$ cat src/rtl/ofs_plat_prim_rw_arb_pkg.sv
// Shared types and the idle-state channel selection rule for the
// read/write burst arbiter.
package ofs_plat_prim_rw_arb_pkg;

    typedef enum logic {
        IDLE     = 1'b0,
        WR_BURST = 1'b1
    } t_rw_arb_state;

    typedef enum logic {
        CH0 = 1'b0,
        CH1 = 1'b1
    } t_rw_arb_ch;

    // Pick the channel to serve while no write burst is in flight.
    // A lone requester always wins; with both requesting, an unambiguous
    // fairness hint decides, otherwise the previous loser gets its turn.
    // With nobody requesting the answer is irrelevant, so CH0 is returned.
    function automatic t_rw_arb_ch rw_arb_pick(
        input logic       ch0_valid,
        input logic       ch1_valid,
        input logic       favor_ch0,
        input logic       favor_ch1,
        input t_rw_arb_ch last_winner
    );
        t_rw_arb_ch pick;
        if (ch0_valid && !ch1_valid) begin
            pick = CH0;
        end else if (!ch0_valid && ch1_valid) begin
            pick = CH1;
        end else if (ch0_valid && ch1_valid) begin
            if (favor_ch0 && !favor_ch1) begin
                pick = CH0;
            end else if (favor_ch1 && !favor_ch0) begin
                pick = CH1;
            end else if (last_winner == CH0) begin
                pick = CH1;
            end else begin
                pick = CH0;
            end
        end else begin
            pick = CH0;
        end
        return pick;
    endfunction

endpackage

$ cat src/rtl/ofs_plat_prim_rw_burst_arbiter.sv
// Merges a read request channel (one handshake per burst) and a write
// beat channel (one handshake per beat) into a single registered output
// stream. Write bursts are never interleaved with reads; fairness hints
// from an external burstcount tracker steer ties while idle.
module ofs_plat_prim_rw_burst_arbiter
    import ofs_plat_prim_rw_arb_pkg::*;
#(
    parameter int BURST_CNT_WIDTH = 7,
    parameter int DATA_WIDTH      = 512
)(
    input  logic                       clk,
    input  logic                       reset,

    input  logic                       ch0_valid,
    output logic                       ch0_ready,
    input  logic [BURST_CNT_WIDTH-1:0] ch0_burstcount,

    input  logic                       ch1_valid,
    output logic                       ch1_ready,
    input  logic [BURST_CNT_WIDTH-1:0] ch1_burstcount,
    input  logic [DATA_WIDTH-1:0]      ch1_data,

    input  logic                       favor_ch0,
    input  logic                       favor_ch1,

    output logic                       out_valid,
    input  logic                       out_ready,
    output logic                       out_is_write,
    output logic [BURST_CNT_WIDTH-1:0] out_burstcount,
    output logic [DATA_WIDTH-1:0]      out_data,
    output logic                       out_sop,
    output logic                       out_eop,

    output logic                       ch0_grant_valid,
    output logic [BURST_CNT_WIDTH-1:0] ch0_grant_burstcount,
    output logic                       ch1_grant_valid,
    output logic [BURST_CNT_WIDTH-1:0] ch1_grant_burstcount
);

    localparam logic [BURST_CNT_WIDTH-1:0] BC_ZERO = {BURST_CNT_WIDTH{1'b0}};
    localparam logic [BURST_CNT_WIDTH-1:0] BC_ONE  = {{(BURST_CNT_WIDTH-1){1'b0}}, 1'b1};

    t_rw_arb_state              state_q;
    t_rw_arb_ch                 last_winner_q;
    logic [BURST_CNT_WIDTH-1:0] beats_left_q;

    logic                       out_valid_q;
    logic                       out_is_write_q;
    logic [BURST_CNT_WIDTH-1:0] out_burstcount_q;
    logic [DATA_WIDTH-1:0]      out_data_q;
    logic                       out_sop_q;
    logic                       out_eop_q;

    logic                       ch0_grant_valid_q;
    logic [BURST_CNT_WIDTH-1:0] ch0_grant_bc_q;
    logic                       ch1_grant_valid_q;
    logic [BURST_CNT_WIDTH-1:0] ch1_grant_bc_q;

    logic                       free_s;
    t_rw_arb_ch                 sel_s;
    logic                       ch0_ready_s;
    logic                       ch1_ready_s;
    logic                       rd_acc_s;
    logic                       wr_acc_s;
    logic                       wr_sop_s;

    // Stage availability, channel selection, ready generation and accept strobes.
    always_comb begin
        free_s      = !out_valid_q || out_ready;
        sel_s       = rw_arb_pick(ch0_valid, ch1_valid, favor_ch0, favor_ch1, last_winner_q);
        ch0_ready_s = 1'b0;
        ch1_ready_s = 1'b0;
        if (reset) begin
            ch0_ready_s = 1'b0;
            ch1_ready_s = 1'b0;
        end else if (state_q == WR_BURST) begin
            // Mid-burst only the write channel may advance; hints are ignored.
            ch0_ready_s = 1'b0;
            ch1_ready_s = free_s;
        end else begin
            ch0_ready_s = free_s && (sel_s == CH0);
            ch1_ready_s = free_s && (sel_s == CH1);
        end
        rd_acc_s = ch0_valid && ch0_ready_s;
        wr_acc_s = ch1_valid && ch1_ready_s;
        wr_sop_s = wr_acc_s && (state_q == IDLE);
    end

    // Burst state machine, fairness memory, output stage and grant pulses.
    always_ff @(posedge clk or posedge reset) begin
        if (reset) begin
            state_q           <= IDLE;
            last_winner_q     <= CH1;
            beats_left_q      <= BC_ZERO;
            out_valid_q       <= 1'b0;
            out_is_write_q    <= 1'b0;
            out_burstcount_q  <= BC_ZERO;
            out_data_q        <= {DATA_WIDTH{1'b0}};
            out_sop_q         <= 1'b0;
            out_eop_q         <= 1'b0;
            ch0_grant_valid_q <= 1'b0;
            ch0_grant_bc_q    <= BC_ZERO;
            ch1_grant_valid_q <= 1'b0;
            ch1_grant_bc_q    <= BC_ZERO;
        end else begin
            // Grants pulse once per read and once per write burst (SOP only).
            ch0_grant_valid_q <= rd_acc_s;
            ch1_grant_valid_q <= wr_sop_s;
            if (rd_acc_s) begin
                ch0_grant_bc_q <= ch0_burstcount;
            end
            if (wr_sop_s) begin
                ch1_grant_bc_q <= ch1_burstcount;
            end

            if (rd_acc_s) begin
                last_winner_q <= CH0;
            end else if (wr_sop_s) begin
                last_winner_q <= CH1;
            end

            if (rd_acc_s) begin
                // A read is a single-handshake burst; payload is left untouched.
                out_valid_q      <= 1'b1;
                out_is_write_q   <= 1'b0;
                out_sop_q        <= 1'b1;
                out_eop_q        <= 1'b1;
                out_burstcount_q <= ch0_burstcount;
            end else if (wr_acc_s) begin
                out_valid_q    <= 1'b1;
                out_is_write_q <= 1'b1;
                out_data_q     <= ch1_data;
                case (state_q)
                    IDLE: begin
                        out_sop_q        <= 1'b1;
                        out_eop_q        <= (ch1_burstcount == BC_ZERO);
                        out_burstcount_q <= ch1_burstcount;
                        if (ch1_burstcount != BC_ZERO) begin
                            state_q      <= WR_BURST;
                            beats_left_q <= ch1_burstcount;
                        end
                    end
                    WR_BURST: begin
                        // Burstcount stays at the SOP value for every beat.
                        out_sop_q    <= 1'b0;
                        out_eop_q    <= (beats_left_q == BC_ONE);
                        beats_left_q <= beats_left_q - BC_ONE;
                        if (beats_left_q == BC_ONE) begin
                            state_q <= IDLE;
                        end
                    end
                    default: begin
                        state_q <= IDLE;
                    end
                endcase
            end else if (out_ready) begin
                out_valid_q <= 1'b0;
            end
        end
    end

    assign ch0_ready            = ch0_ready_s;
    assign ch1_ready            = ch1_ready_s;
    assign out_valid            = out_valid_q;
    assign out_is_write         = out_is_write_q;
    assign out_burstcount       = out_burstcount_q;
    assign out_data             = out_data_q;
    assign out_sop              = out_sop_q;
    assign out_eop              = out_eop_q;
    assign ch0_grant_valid      = ch0_grant_valid_q;
    assign ch0_grant_burstcount = ch0_grant_bc_q;
    assign ch1_grant_valid      = ch1_grant_valid_q;
    assign ch1_grant_burstcount = ch1_grant_bc_q;

endmodule

$ cat config.mk
export PLATFORM = sky130hd
export DESIGN_NAME = ofs_plat_prim_rw_burst_arbiter
export DESIGN_NICKNAME = d
export VERILOG_FILES = /design/src/rtl/ofs_plat_prim_rw_arb_pkg.sv /design/src/rtl/ofs_plat_prim_rw_burst_arbiter.sv
export SDC_FILE = /design/constraint.sdc
export NUM_CORES = 1
export LEC_CHECK = 0
export ABC_AREA = 1
export CORE_AREA = 2 2 413 415
export DETAILED_ROUTE_END_ITERATION = 8
export DIE_AREA = 0 0 415 417
export GPL_TIMING_DRIVEN = 0
export SLEW_MARGIN = 0
export SYNTH_ARGS = -nofsm -noshare
export SYNTH_HDL_FRONTEND = slang
export SYNTH_SLANG_ARGS = --single-unit
$ cat constraint.sdc
create_clock -name clk -period 18.79 [get_ports clk]
set_clock_uncertainty 0.2 [all_clocks]
set_input_delay 1.879 -clock clk [delete_from_list [all_inputs] [get_ports clk]]
set_output_delay 1.879 -clock clk [all_outputs]
set_load 0.02 [all_outputs]
Word-level counts from Yosys, hierarchy flattened
Index checks and enable logic that the tools add are counted.

storage, ports and cells
  register bits after elaboration = 548
  input port bits = 533
  output and inout bits = 541

operators by class
  add/subtract/negate cells = 1
  equality and inequality tests = 3
  mux-type cells = 31
  bitwise operators = 3
  reduce and logical (&&, ||, !) cells = 24

operators by type and width
  cell                                                                   count
  7-bit 2-to-1 mux                                                       4
  1-bit 2-to-1 mux                                                       23
  7-bit case mux with 2 select lines                                     1
  1-bit logical AND                                                      10
  7-bit by 1-bit equality test with 1-bit output, second input constant  1
  7-bit zero test                                                        1
  7-bit nonzero test                                                     1
  7-bit by 1-bit subtractor with 7-bit output, second input constant     1
  1-bit case mux with 2 select lines                                     3
  1-bit zero test                                                        5
  2-bit by 1-bit != test with 1-bit output, second input constant        2
  2-bit AND reduction                                                    2
  2-bit nonzero test                                                     2
  1-bit inverter                                                         3
  3-bit AND reduction                                                    1
  3-bit nonzero test                                                     1
  1-bit logical OR                                                       1

Longest topological paths before layout
  depth in word-level cells = 14
  mapped depth = 12
  mapped depth without buffers = 9

Worst setup path before layout
No wires, ideal clock.

  path kind = input-to-reg
  start point = input port reset
  end point = register state_q
  setup time = 136 ps
  data arrival time = 14155 ps
  data required time = 18454 ps
  path slack = 4300 ps
  stages = 3
  buffers on the path = 0
  cell sequence = inv_1 > a31oi_1 > o21bai_1

between the ends
  longest elaborated chain between the ends = 4
  elaborated cells between the ends (all ways) = 6
  those cells by class = 2 x mux; 1 x bitwise; 3 x reduce/logical

ends and longest elaborated chain
  item                             RTL line                               source
  start: declaration               ofs_plat_prim_rw_burst_arbiter.sv:12   input logic reset,
  1-bit 2-to-1 mux                 ofs_plat_prim_rw_burst_arbiter.sv:73   if (reset) begin
  1-bit logical AND                ofs_plat_prim_rw_burst_arbiter.sv:84   rd_acc_s = ch0_valid && ch0_ready_s;
  1-bit inverter (no line)         --
  2-bit AND reduction (no line) *  --
  end signal: assignment           ofs_plat_prim_rw_burst_arbiter.sv:92   state_q <= IDLE;
  end signal: assignment           ofs_plat_prim_rw_burst_arbiter.sv:139  state_q <= WR_BURST;
  end signal: assignment           ofs_plat_prim_rw_burst_arbiter.sv:149  state_q <= IDLE;
  end: declaration                 ofs_plat_prim_rw_burst_arbiter.sv:43   t_rw_arb_state state_q;

Every way passes the cells marked *; elsewhere a longest branch is shown, timed or not.
A chain may end at the register's enable or synchronous reset.

Final worst setup path
  start point = input port favor_ch0
  end point = output port ch1_ready

between the ends
  longest elaborated chain between the ends = 10
  elaborated cells between the ends (all ways) = 11
  those cells by class = 7 x mux; 4 x reduce/logical

ends and longest elaborated chain
  item                 RTL line                              source
  start: declaration   ofs_plat_prim_rw_burst_arbiter.sv:23  input logic favor_ch0,
  1-bit zero test      ofs_plat_prim_rw_arb_pkg.sv:34        end else if (favor_ch1 && !favor_ch0) begin
  1-bit logical AND    ofs_plat_prim_rw_arb_pkg.sv:34
  1-bit 2-to-1 mux     ofs_plat_prim_rw_arb_pkg.sv:34
  1-bit 2-to-1 mux *   ofs_plat_prim_rw_arb_pkg.sv:32        if (favor_ch0 && !favor_ch1) begin
  1-bit 2-to-1 mux *   ofs_plat_prim_rw_arb_pkg.sv:31        end else if (ch0_valid && ch1_valid) begin
  1-bit 2-to-1 mux *   ofs_plat_prim_rw_arb_pkg.sv:29        end else if (!ch0_valid && ch1_valid) begin
  1-bit 2-to-1 mux *   ofs_plat_prim_rw_arb_pkg.sv:27        if (ch0_valid && !ch1_valid) begin
  1-bit logical AND *  ofs_plat_prim_rw_burst_arbiter.sv:82  ch1_ready_s = free_s && (sel_s == CH1);
  1-bit 2-to-1 mux *   ofs_plat_prim_rw_burst_arbiter.sv:76  end else if (state_q == WR_BURST) begin
  1-bit 2-to-1 mux *   ofs_plat_prim_rw_burst_arbiter.sv:73
  end: declaration     ofs_plat_prim_rw_burst_arbiter.sv:19  output logic ch1_ready,

Marks and branches as above.

==> metrics <==
clk_lat worst skew 670 ps; antenna-violating nets left 0; fin. max-slew vios 0; Die ar. 173,000 µm²; Static Leak 17.9 nW; hold_buf cts 0; post-synth top area share 62.3%; Final Hold Fails 0; Reg clk slew, reported paths 60 ps; GRT busiest layer met2; most common cell after layout, fill and taps aside clkdlybuf4s50_1; Syn. warnings 0; port bufs 1,072; min-delay worst type reg2reg; 1st-pass router iterations 7; Yosys cell types 26; Peak supply drop 0.0689 mV; initial core utilization 13.0%; CTS max path bufs 3; dpl ws 12,590 ps; Worst-Margin Slew 1090 ps; chip height 417 µm; status finished clean; top cell type by total area after synthesis dfrtp_1; most frequent cells in the layout 1,072 x clkdlybuf4s50_1, 594 x nand2_1, 547 x dfrtp_1; max_cap viols 0; Critical Path AT 4080 ps; largest net degree at the start of global routing 125; main combinational cell family by area after synthesis compound AO/OA/AOI/OAI gates; unrepaired setup endpoints after global routing false; clk sink count 548; post-layout util 22.6%; CTS Root Cell clkbuf_16; clock buffer count from CTS 71; first-pass GRT wire length 177,000 µm; initial antenna violation count 51; Net Count, Synth 2,906; Final #Nets 4,055; fmax 162 MHz; io pins 1,074; Synth Area in Adders 0.114%; Wirelength per Cell 23.1 µm; crit path time final 6160 ps; Worst Path Class, Setup in2out; Die Wd 415 µm; GPL Wtd Cong 0.963; vias 20,800; Post-route DRC 0; CP Capture Type output port; setup bufs post-CTS 0; Cell Rows 151; number of H-tree levels 3; Core Box Area 169,000 µm²; Via-to-Cell Ratio 3.58; Area growth, synth to finish 73.0%; WL final 134,000 µm; Multi-input gate area 5430 µm²; first-iteration detailed-routing DRC count 1,454; CP Max Fanout 8; post-synthesis compound-gate area fraction 13.1%; routing usage on met3 6.66%; final setup violation count 0; Rel. slew slack 27.5%; DPL Wire Length 112,000 µm; Synth Cell Area 22,000 µm²; Power Density 156 nW/µm²; grt total ovfl 0; Avg Cell Area, Syn 9.27 µm²; grt met1 use 17.4%; Resize count post-CTS 0; number of global-route vias before repair 20,500; critical path data required time 16,710 ps; synthesized flop and latch total 548; ratio of cells with drive above 1 in the final layout 7.97%; hold slack 280 ps; setup slack after layout 12,630 ps; multiplexer share of the synthesized area 0%; Synth Area in Simple Gates 11.4%; Seq. cell area 13,700 µm²; fin crit share 32.8%; Total Routing Usage GR 15.0%; Critical Path Start Type primary input; Synth Area in XOR/XNOR 0.0797%; grt met2 use 24.5%; # fillers 18,300; CTS tree built; final setup TNS 0 ps; sequential share of the synthesized area 62.4%; Cells after Synth 2,371; Area contributors post-synth dfrtp_1 62%, nand2_1 10%, inv_1 9.0%, o21ai_0 5.6%, o21ai_1 4.6%
cells by family (layout without fill, tap and decap cells):
group | Yosys count | after routing
and+or+nand+nor | 648 | 648
xor gates and xnor gates | 2 | 2
other | 0 | 13
DFF | 548 | 548
adders and majority gates | 2 | 2
AOI/OAI and AO/OA | 522 | 522
buffers and inverters | 649 | 1852
synthesized netlist by cell type (all sizes together):
cell      n
nand3    22
a21oi     2
ha        2
a31oi     1
o21ai   517
o21bai    2
nor2     15
dfrtp   547
clkbuf   39
nand2   597
buf      81
nand4    11
xor2      2
inv     529
nor3      3
dfstp     1
worst max-delay path: stages:
cell,delay [ps]
clkdlybuf4s50_1,480
nor2_1,60
nor2_2,80
nand2_2,70
a21oi_1,660
nor3_1,230
clkdlybuf4s50_1,610
flip-flops by register name, indices dropped and copies added, names as in the netlist, 7 cells and up:
signal	count
ch0_grant_burstcount	7
out_data	512
beats_left_q	7
ch1_grant_burstcount	7
out_burstcount	7
worst paths after layout:
| kind | start | end | cells past startpoint | slack (ps) |
|---|---|---|---|---|
| min | out_data[450] | out_data[450] | 2 | 280 |
| min reg2reg | out_data[450] | out_data[450] | 2 | 280 |
| max in group asynchronous | reset | out_data[296] | 4 | 15060 |
| min in group asynchronous | reset | out_data[152] | 2 | 1590 |
| max | favor_ch0 | ch1_ready | 7 | 12630 |
| max reg2reg | last_winner_q | out_data[245] | 9 | 15850 |
metrics by stage:
step,instance area (µm²),power [mW],instances
after floorplan,22000,2.98,2371
after global placement,35500,4.55,5661
after detailed placement,35600,4.57,5665
after CTS,38000,6.04,5792
after global routing,38000,6.26,5805
final,38000,5.94,5805
area by class of cell:
type                    instances  share of cell area, %
multi-input cells            1174                   14.3
inverters                     529                   5.24
diodes                         13                 0.0855
clock inverters                30                  0.997
plain buffers                 120                   2.26
clock buffers                  97                   5.30
repair buffers               1076                   28.5
well taps                    2218                   7.30
flip-flops and latches        548                   36.1
layer usage:
layer  vias up  part of all wire, %
met3       199                   10
met5         -                0.027
met1     10200                   39
li1       9514                    -
met4         6                  2.8
met2       814                   48
power by group:
part           switching, mW  internal [mW]  total (mW)
logic                   1.47           1.11        2.58
clock network          0.607          0.817        1.42
registers              0.298           1.64        1.94
total                   2.37           3.57        5.94
(Power assumes the default switching activity.)
==> patch 1, RTL diff (same settings) <==
The parameter `DATA_WIDTH` goes from 512 to 256.
--- a/src/rtl/ofs_plat_prim_rw_burst_arbiter.sv
+++ b/src/rtl/ofs_plat_prim_rw_burst_arbiter.sv
@@ -7,5 +7,5 @@
 #(
     parameter int BURST_CNT_WIDTH = 7,
-    parameter int DATA_WIDTH      = 512
+    parameter int DATA_WIDTH      = 256
 )(
     input  logic                       clk,
Ports: changed (resized ch1_data and out_data); port bits go from 1074 to 562. No check against the original RTL was run, so the function may have changed too.
==> patch 1 against the unedited design <==
- wire length decreased by 47%
- critical endpoint is now ch0_ready
- hold slack improved by 1.1 ps
- global-route usage decreased by 7.0 points
- design area decreased by 44%
- sequential cell count decreased by 256
- critical path depth increased by 1
- area after synthesis decreased by 47%
- total power decreased by 47%
- setup slack improved by 570 ps
- non-clock buffer count decreased by 569
==> patch 1: results <==
export IMPL_dpl_hpwl_um=59800
export IMPL_p_sw_uw=1260
export IMPL_ys_async_sr_fraction=1.00
export IMPL_numPortBuffers=560
export IMPL_synth_cell_types=24
export IMPL_p_total_uw=3170
export IMPL_syn_nets=1572
export IMPL_antenna_found_initial=18
export IMPL_drive_above_1_share=0.0635
export IMPL_grt_pass1_wl_um=94600
export IMPL_numCtsBuffers=37
export IMPL_gp_congestion=0.878
export IMPL_cts_root_buf="clkbuf_16"
export IMPL_track_usage=0.0794
export IMPL_clkLatencyLatePin_ps=550
export IMPL_ys_warn_count=0
export IMPL_outcome="finished clean"
export IMPL_critPathSlowestCell="clkdlybuf4s50_1"
export IMPL_grt_start_max_net_pins=115
export IMPL_seq_area_frac_synth=0.628
export IMPL_pre_cts_ws_ps=13180
export IMPL_first_pass_iters=5
export IMPL_num_nets_final=2174
export IMPL_cts_max_path_buffers=3
export IMPL_hold_class="flop to flop"
export IMPL_post_cts_buffers=0
export IMPL_postCtsResizedCells=0
export IMPL_htreeDepth=2
export IMPL_clk_pin_slew_worst_paths_ps=60
export IMPL_num_vias=11000
export IMPL_cp_top_family="buffers and inverters"
export IMPL_critPathMaxFanout=3
export IMPL_drt_wl_total_um=71000
export IMPL_cp_arrival_ps=3510
export IMPL_pg_seq_uw=1040
export IMPL_vdd_drop_max_uv=48.9
export IMPL_worstMarginPinSlew_ps=936
export IMPL_p_leak_uw=0.00950
export IMPL_placed_area_mm2=0.0201
export IMPL_drtIter0Drc=725
export IMPL_synth_ff_type="dfrtp_1"
export IMPL_netlist_instances=1293
export IMPL_slowest_delay_ps=650
export IMPL_largest_register_ffs=256
export IMPL_synthTopCellsByArea="dfrtp_1 (63%), nand2_1 (11%), inv_1 (8.8%)"
export IMPL_ys_top_cells_by_count="nand2_1 (338), dfrtp_1 (291), inv_1 (272)"
export IMPL_pwr_share_comb=0.432
export IMPL_wire_per_inst_um=17.1
==> patch 1: cell count changes after synthesis, sizes merged, moves of 22 or more <==
cell / before / now
inv: 529 / 274
buf: 81 / 47
clkbuf: 39 / 17
o21ai: 517 / 263
dfrtp: 547 / 291
nand2: 597 / 341
==> patch 1: area by class of cell <==
class,instances,area [um^2]
antenna,6,15.0
buffer,64,379
clock buffer,50,1070
clock inverter,16,201
fill,19300,147000
inverter,274,1040
multi-input combinational,663,2930
sequential,292,7310
tap,2218,2780
timing repair buffer,563,5680
==> patch 1: worst paths after layout <==
kind                                                  endpoint  slack (ps)                      start  cells past startpoint
min in group asynchronous  ch1_grant_burstcount[1]$_DFFE_PP0P_        1670                      reset                      2
max                                                  ch0_ready       13200                  favor_ch0                      8
min reg2reg                          out_data[196]$_DFFE_PP0P_         280  out_data[196]$_DFFE_PP0P_                      2
max in group asynchronous            out_data[205]$_DFFE_PP0P_       15600                      reset                      3
min                                  out_data[196]$_DFFE_PP0P_         280  out_data[196]$_DFFE_PP0P_                      2
max reg2reg                ch1_grant_burstcount[6]$_DFFE_PP0P_       15780      out_valid$_DFFE_PP0P_                      8
==> patch 1: routing by layer <==
metal | vias up | GRT usage | wire [um]
met1 | 5474 | 0.0837 | 25400
met4 | 2 | 0.0287 | 2130
met3 | 80 | 0.0250 | 4830
met2 | 319 | 0.147 | 38600
li1 | 5142 | - | -
met5 | - | 0 | 12
==> patch 1: cell families after synthesis <==
kind of cell	synth area share
AOI/OAI and AO/OA	0.115
xor gates and xnor gates	0.000753
adders and majority gates	0.00215
buffers and inverters	0.121
DFF	0.628
and+or+nand+nor	0.133
==> patch 2, RTL diff (same flow settings) <==
Without the edit above. Make the reset (`reset`) synchronous in one clocked block.
--- a/src/rtl/ofs_plat_prim_rw_burst_arbiter.sv
+++ b/src/rtl/ofs_plat_prim_rw_burst_arbiter.sv
@@ -88,5 +88,5 @@
 
     // Burst state machine, fairness memory, output stage and grant pulses.
-    always_ff @(posedge clk or posedge reset) begin
+    always_ff @(posedge clk) begin
         if (reset) begin
             state_q           <= IDLE;
Function: changed (Yosys sat finds a counterexample within 4 cycles, from zero or initial values and one cycle with reset high; the reset may be asserted at any time).
==> patch 2 against the unedited design <==
- global-route usage grew 1.2 points
- wire length grew 9.3%
- count of clock-buffer cells in the layout is 3 lower
- critical endpoint unchanged
- sequential cell count stayed put
- via count grew 7.2%
- area after synthesis decreased by 9.3%
- design area is 5.6% lower
- critical path type unchanged
- die area did not move
- final cell count rose by 1.8%
- fmax up 5.6%
- setup slack better by 330 ps
Power is not compared: it rests on default switching activity, and its combinational part moved more than twofold at a synthesized area within 25%.
==> patch 2: results <==
export IMPL_outcome="finished clean"
export IMPL_track_usage=0.162
export IMPL_cts_max_path_buffers=3
export IMPL_hold_class="flop to flop"
export IMPL_ant_nets=0
export IMPL_swShare=0.298
export IMPL_largest_register_ffs=512
export IMPL_num_vias=22300
export IMPL_gr_usage_met2=0.260
export IMPL_synth_cell_types=25
export IMPL_cp_arrival_ps=3750
export IMPL_drive_above_1_share=0.0576
export IMPL_synthTopCellsByArea="dfxtp_1 (55%), a21oi_1 (13%), o21ai_0 (11%)"
export IMPL_cp_top_family="buffers and inverters"
export IMPL_grt_pass1_wl_um=189000
export IMPL_ys_top_cells_by_count="inv_1 (549), dfxtp_1 (548), a21oi_1 (523)"
export IMPL_clkLatencyLatePin_ps=680
export IMPL_post_cts_buffers=0
export IMPL_dpl_hpwl_um=123000
export IMPL_drt_wl_total_um=147000
export IMPL_synth_ff_type="dfxtp_1"
export IMPL_ys_warn_count=0
export IMPL_numPortBuffers=1072
export IMPL_use_met3=0.0704
export IMPL_slowest_delay_ps=570
export IMPL_syn_nets=3017
export IMPL_ys_async_sr_fraction=0
export IMPL_postCtsResizedCells=0
export IMPL_grt_pass1_vias=21300
export IMPL_first_pass_iters=6
export IMPL_hold_viol_final=0
export IMPL_num_nets_final=4161
export IMPL_place_inst=5772
export IMPL_critPathMaxFanout=8
export IMPL_relSlewSlack=0.0299
export IMPL_tns_ps=0
export IMPL_clk_pin_slew_worst_paths_ps=50
export IMPL_grt_start_max_net_pins=13
export IMPL_seq_area_frac_synth=0.550
export IMPL_drtIter0Drc=1920
export IMPL_wire_per_inst_um=24.8
export IMPL_antenna_found_initial=37
export IMPL_vdd_drop_max_uv=64.3
export IMPL_htreeDepth=3
export IMPL_avgSynthCellArea_um2=8.03
export IMPL_cts_root_buf="clkbuf_16"
export IMPL_use_met1=0.186
export IMPL_p_leak_uw=0.0125
export IMPL_numCtsBuffers=70
export IMPL_gp_congestion=1.02
export IMPL_critPathSlowestCell="clkdlybuf4s50_1"
-- patch 2: changes by cell type in the layout (fill, tap and decap cells not counted), sizes merged, moves of 3 or more --
cell / change
a21oi: +521
buf: +6
bufinv: +3
clkbuf: +49
clkinv: -4
dfrtp: -547
dfxtp: +548
inv: +24
nand2: -518
nand3: +5
nor2: +17
-- patch 2: cells by family (layout without fill, tap and decap cells) --
group	count (synthesis)	in the layout	synth area share
other	0	12	0
flip-flops	548	548	0.550
adder cells (fa/ha/maj)	2	2	0.00126
buffers and inverters	733	1931	0.151
AND/OR/NAND/NOR	154	154	0.0343
AO/OA/AOI/OAI	1045	1045	0.263
-- patch 2: through the flow --
step / area, um^2 / setup slack, ps / util
2_1_floorplan: 19900 / 13890 / -
3_3_place_gp: 33400 / 12960 / 0.198
3_5_place_dp: 33400 / 12960 / 0.198
4_1_cts: 35900 / 12960 / 0.213
5_1_grt: 35900 / 12860 / 0.213
6_report: 35900 / 12960 / 0.213
-- patch 2: worst min-delay path, delay by kind of cell (launching register included) --
family / cells / cell delay, ps
compound gates: 1 / 50
buf+inv: 1 / 50
flops: 1 / 300
-- patch 2: path summary, 6_finish.rpt --
kind	endpoint	slack [ps]	cells after the start	startpoint
setup / recovery	ch1_ready	12960	7	favor_ch0
hold / removal	out_data[325]$_SDFFE_PP0P_	240	2	out_data[325]$_SDFFE_PP0P_
setup reg to reg	out_data[23]$_SDFFE_PP0P_	15590	8	out_valid$_SDFFE_PP0P_
hold reg to reg	out_data[325]$_SDFFE_PP0P_	240	2	out_data[325]$_SDFFE_PP0P_
-- patch 2: area by class of cell --
type	instances	area, um^2
clock buffers	94	1960
multi-input cells	1201	5950
inverters	551	2070
flip-flops and latches	548	11000
plain buffers	182	951
well taps	2218	2780
clock inverters	32	478
repair buffers	1072	10700
fillers	18600	133000
diodes	12	30.0
-- patch 2: power by group through the flow --
stage | combinational [uW] | clock (uW) | sequential, uW
finish | 600 | 1450 | 1270
global route | 634 | 1520 | 1280
CTS | 602 | 1490 | 1270
detailed placement | 598 | 0 | 1290
global placement | 597 | 0 | 1290
floorplan | 133 | 0 | 1370
-- patch 2: per-layer routing --
metal,share of wire,vias to the layer above
met5,0.000048,-
met4,0.038,2
met3,0.12,182
met2,0.46,1177
met1,0.38,10700
li1,-,10300
